<file path="config.mk">
export PLATFORM = sky130hd
export DESIGN_NAME = fatori_rst_ctrl
export DESIGN_NICKNAME = d
export VERILOG_FILES = /design/src/rtl/fatori_rst_ctrl.sv
export SDC_FILE = /design/constraint.sdc
export NUM_CORES = 1
export LEC_CHECK = 0
export ABC_CLOCK_PERIOD_IN_PS = 2400
export BUFFER_PORTS_ARGS = -buffer_cell sky130_fd_sc_hd__buf_4
export CAP_MARGIN = 5
export CORE_MARGIN = 4
export CORE_UTILIZATION = 47
export DETAILED_ROUTE_END_ITERATION = 8
export PLACE_DENSITY = 0.67
export SYNTH_ARGS = -nofsm -noshare
export SYNTH_HDL_FRONTEND = slang
export SYNTH_SLANG_ARGS = --single-unit
</file>
<file path="constraint.sdc">
create_clock -name clk_i -period 2.4 [get_ports clk_i]
set_clock_uncertainty 0.2 [all_clocks]
set_input_delay 0.12 -clock clk_i [delete_from_list [all_inputs] [get_ports clk_i]]
set_output_delay 0.12 -clock clk_i [all_outputs]
set_load 0.02 [all_outputs]
</file>
<file path="src/rtl/fatori_rst_ctrl.sv">
// Core reset sequencer: stretches reset requests to HOLD_CYCLES and counts resets.
// Define FATORI_RST_CTRL_LOCKOUT_EN to lock the core in reset after MAX_RESETS consecutive resets.
module fatori_rst_ctrl #(
   parameter int unsigned HOLD_CYCLES  = 16,
   parameter int unsigned MAX_RESETS   = 3,
   parameter int unsigned QUIET_CYCLES = 1024
) (
   input  logic       clk_i,
   input  logic       arst_i,
   input  logic       core_reset_req_i,
   input  logic       sw_reset_req_i,
   input  logic       clr_lockout_i,
   output logic       core_rst_no,
   output logic       rst_active_o,
   output logic [7:0] reset_cnt_o,
   output logic [3:0] consec_cnt_o,
   output logic       lockout_o
);

   localparam int unsigned HOLD_W   = $clog2(HOLD_CYCLES + 1);
   localparam int unsigned QUIET_W  = $clog2(QUIET_CYCLES + 1);
   localparam int unsigned RST_W    = 8;
   localparam int unsigned CONSEC_W = 4;

   localparam logic [1:0] ST_IDLE    = 2'd0;
   localparam logic [1:0] ST_HOLD    = 2'd1;
   localparam logic [1:0] ST_RELEASE = 2'd2;
   localparam logic [1:0] ST_LOCK    = 2'd3;

`ifdef FATORI_RST_CTRL_LOCKOUT_EN
   localparam bit LOCKOUT_EN = 1'b1;
   logic w_clr;
   assign w_clr = clr_lockout_i;
`else
   localparam bit LOCKOUT_EN = 1'b0;
   logic w_clr;
   logic w_unused_clr;
   assign w_clr        = 1'b0;
   assign w_unused_clr = clr_lockout_i;
`endif

   logic [1:0]          r_state;
   logic [1:0]          w_state_next;
   logic [HOLD_W-1:0]   r_hold_cnt;
   logic [QUIET_W-1:0]  r_quiet_cnt;
   logic [RST_W-1:0]    r_reset_cnt;
   logic [CONSEC_W-1:0] r_consec_cnt;
   logic                w_req;
   logic                w_hold_done;
   logic                w_lock_hit;
   logic                w_quiet_sat;
   logic                w_quiet_hit;
   logic                w_rst_active;
   logic                w_lockout;

   assign w_req       = core_reset_req_i | sw_reset_req_i;
   assign w_hold_done = (r_hold_cnt == HOLD_W'(HOLD_CYCLES - 1));
   assign w_lock_hit  = LOCKOUT_EN & (r_consec_cnt >= CONSEC_W'(MAX_RESETS));
   assign w_quiet_sat = (r_quiet_cnt == QUIET_W'(QUIET_CYCLES));
   assign w_quiet_hit = (r_quiet_cnt == QUIET_W'(QUIET_CYCLES - 1));

   // State register; reset lands in HOLD so the power-on hold runs like any other.
   always_ff @(posedge clk_i or posedge arst_i) begin
      if (arst_i) r_state <= ST_HOLD;
      else        r_state <= w_state_next;
   end

   always_comb begin
      w_state_next = r_state;
      case (r_state)
         ST_IDLE:    if (w_req) w_state_next = ST_HOLD;
         ST_HOLD:    if (w_hold_done) w_state_next = w_lock_hit ? ST_LOCK : ST_RELEASE;
         ST_RELEASE: if (!core_reset_req_i) w_state_next = ST_IDLE;
         ST_LOCK: begin
            // Without lockout LOCK is an illegal code and recovers through HOLD.
            if (!LOCKOUT_EN) w_state_next = ST_HOLD;
            else if (w_clr)  w_state_next = ST_RELEASE;
         end
         default:    w_state_next = ST_HOLD;
      endcase
   end

   always_comb begin
      w_rst_active = 1'b0;
      w_lockout    = 1'b0;
      case (r_state)
         ST_HOLD: w_rst_active = 1'b1;
         ST_LOCK: begin
            w_rst_active = 1'b1;
            w_lockout    = LOCKOUT_EN;
         end
         default: ;
      endcase
   end

   // Hold timer, quiet window and the two saturating reset counters.
   always_ff @(posedge clk_i or posedge arst_i) begin
      if (arst_i) begin
         r_hold_cnt   <= '0;
         r_quiet_cnt  <= '0;
         r_reset_cnt  <= '0;
         r_consec_cnt <= '0;
      end else begin
         r_hold_cnt <= (r_state == ST_HOLD) ? r_hold_cnt + HOLD_W'(1) : '0;

         if (r_state == ST_IDLE && !w_req) begin
            if (!w_quiet_sat) r_quiet_cnt <= r_quiet_cnt + QUIET_W'(1);
         end else begin
            r_quiet_cnt <= '0;
         end

         // A request beats a quiet-window clear landing on the same cycle.
         if (r_state == ST_IDLE && w_req) begin
            if (r_reset_cnt != '1)  r_reset_cnt  <= r_reset_cnt + RST_W'(1);
            if (r_consec_cnt != '1) r_consec_cnt <= r_consec_cnt + CONSEC_W'(1);
         end else if (r_state == ST_IDLE && w_quiet_hit) begin
            r_consec_cnt <= '0;
         end else if (r_state == ST_LOCK && LOCKOUT_EN && w_clr) begin
            r_consec_cnt <= '0;
         end
      end
   end

   assign core_rst_no  = ~arst_i & ~w_rst_active;
   assign rst_active_o = w_rst_active;
   assign lockout_o    = w_lockout;
   assign reset_cnt_o  = r_reset_cnt;
   assign consec_cnt_o = r_consec_cnt;

endmodule

</file>
==> flow_summary.yaml <==
sta:
  slew_violations: 0
  max_freq_ghz: 0.465
  hold-worst-slack_ns: 0.226
  finalSetupTns_ns: 0
  fin_crit_ns: 2.15
  period_share: 0.896
  hold_violations: 0
  grt_setup_unrepaired: "false"
  finalSetupViolCount: 0
worst_setup_path:
  critPathTopFamily: "simple AND/OR/NAND/NOR gates"
  r2r_start: "r_state[0]$_DFFE_PP1P_"
  slowest_stage: "or4b_4"
  cp.required_ns: 2.43
  cp_num_buf_inv: 1
  r2r_cells: 6
  arrival_ns: 2.18
  start_kind: "flop"
  rrSetupSlack_ns: 0.25
  crit_path_max_incr_delay_ns: 0.48
  critPathCaptureType: "flop"
  critPathMaxFanout: 4
  worstSetupPathType: "reg -> reg"
  r2r-end: "consec_cnt_o[0]$_DFFE_PP0P_"
  path_cells: "inv_1 > ha_1 > or4b_4 > nor4_4 > nor2_2 > mux2_4"
route:
  via_per_inst: 5.46
  drtIter0Drc: 91
  remaining_drc_errors: 0
  via_count: 1223
  wl_um: 3090
  ant_nets: 0
  drtPass1Iterations: 6
  post_drt_wl_per_cell_um: 13.8
global_routing:
  grt_pass1_wl_um: 5390
  met3_usage: 0.0408
  grt_util_met1: 0.192
  antenna_found_initial: 0
  grt_max_degree: 31
  grt_use_total: 0.159
  busiest_layer: "met2"
  overflow: 0
  grt_util_met2: 0.269
  first_global_vias: 1221
logic_synthesis:
  yosysWarnings: 0
  synthFlopType: "dfrtp_1"
  synth_seq_cells: 30
  synth_cells: 154
  synth_area_per_cell_um2: 10.3
  synth_cell_type_count: 42
  synth_nets: 169
  netlist_area_um2: 1590
  async_flop_share: 1.00
  ys_seq_area_frac: 0.473
  synth_edf_count: 0
flow_run:
  maxCapViolCount: 0
clock_tree:
  cts_resized: 0
  insertion_delay_ns: 0.33
  cts_tree: "yes"
  path_clk_slew_ns: 0.11
  ctsLongestPathBuffers: 2
  ctsHoldBuffers: 3
  h-tree-depth: 2
  numClockSinks: 30
  clock-root-buffer: "clkbuf_4"
  cts_buffers: 5
  post-cts-setup-buffer-count: 0
power:
  p_leak_nw: 0.847
  ir_worst_vdd_mv: 0.563
  p_per_area_nw_per_um2: 949
  finalPower_mw: 1.76
floorplan:
  die_width_um: 66.1
  core_um2: 3150
  die_area_um2: 4380
  die_y_um: 66.1
  top_level_ports: 20
  initial_core_util: 0.504
  placementRows: 20
layout:
  stdcell_count: 224
  layout_commonest_cell: "dfrtp_1"
  fin_area_um2: 1860
  drive_gt1_frac: 0.200
  antenna-diode-count: 0
  syn2layout_area_growth_pct: 16.9
  final_nets: 194
  final_cell_mix: "dfrtp_1 (29), buf_4 (19), nor2_1 (15)"
placement:
  gp_congestion: 0.755
  dp.cells: 213
  hpwlAfterDp_um: 2170
  place.port_buffers: 17
  placed_cell_area_um2: 1770
outcome:
  status: "finished clean"
hold_path:
  hold_class: "in -> async"
## cell families after synthesis
logic type | count (synthesis) | share of synthesized area
XOR/XNOR | 13 | 0.0717
AND/OR/NAND/NOR | 59 | 0.213
other | 1 | 0.00236
AO/OA/AOI/OAI | 20 | 0.0756
adder cells (fa/ha/maj) | 10 | 0.0787
buffers and inverters | 14 | 0.0354
flip-flops | 30 | 0.473
multiplexers | 7 | 0.0496
## cells in the mapped netlist, drive strengths merged, types with 2 or more instances
master  number  area, µm²
or3          2       12.5
a31oi        4       25.0
a21oi        8       40.0
nand3        8       40.0
nor2        16       62.6
and3         2       12.5
mux2         4       48.8
xnor2        8       70.1
nand2        8       30.0
nor3         3       15.0
and4         2       17.5
xor2         5       43.8
dfrtp       29        726
mux2i        3       30.0
nand4        7       50.1
nor4         2       27.5
inv         10       37.5
clkbuf       3       11.3
o21ai        3       15.0
ha          10        125
## worst max path at each step
stage,from,to,slack (ns),depth (start not counted)
2_1_floorplan,r_state[1]$_DFFE_PP0P_,consec_cnt_o[0]$_DFFE_PP0P_,0.35,6
3_3_place_gp,r_state[1]$_DFFE_PP0P_,consec_cnt_o[0]$_DFFE_PP0P_,0.28,6
3_5_place_dp,r_state[1]$_DFFE_PP0P_,consec_cnt_o[0]$_DFFE_PP0P_,0.25,6
4_1_cts,r_state[0]$_DFFE_PP1P_,consec_cnt_o[0]$_DFFE_PP0P_,0.25,6
5_1_grt,r_state[0]$_DFFE_PP1P_,consec_cnt_o[0]$_DFFE_PP0P_,0.17,6
6_report,r_state[0]$_DFFE_PP1P_,consec_cnt_o[0]$_DFFE_PP0P_,0.25,6
## per-layer routing
metal	vias to the layer above	routed length [µm]
met1	604	1380
met4	0	21
met3	4	121
met2	26	1570
li1	589	-
met5	-	0
## flip-flops by register name, indices dropped and copies added (netlist names)
name and cells:
r_state 2, consec_cnt_o 4, reset_cnt_o 8, r_hold_cnt 5
r_quiet_cnt 11
## report_power, final
part	internal, mW	switching, mW	total, mW
Sequential	0.625	0.134	0.759
Clock	0.142	0.175	0.317
Combinational	0.316	0.372	0.688
## final cells by class
cell class              count  area (µm²)
clock buffers               7        55.1
clock inverters             1        5.00
fillers                   295        1290
inverters                  10        37.5
multi-input cells         110         781
flip-flops and latches     30         752
well taps                  44        55.1
repair buffers             22         173
## tightest hold or removal path, cell delays in order
cell	delay, ns
dlygate4sd3_1	0.54
buf_4	0.14
inv_1	0.04
buf_4	0.34
## per-stage QoR
step / utilization / worst slack (ns)
3_3_place_gp: 0.561 / 0.284
4_1_cts: 0.589 / 0.245
6_report: 0.589 / 0.250
5_1_grt: 0.589 / 0.171
3_5_place_dp: 0.561 / 0.247
2_1_floorplan: - / 0.353
Power figures use the tool's default switching activity.
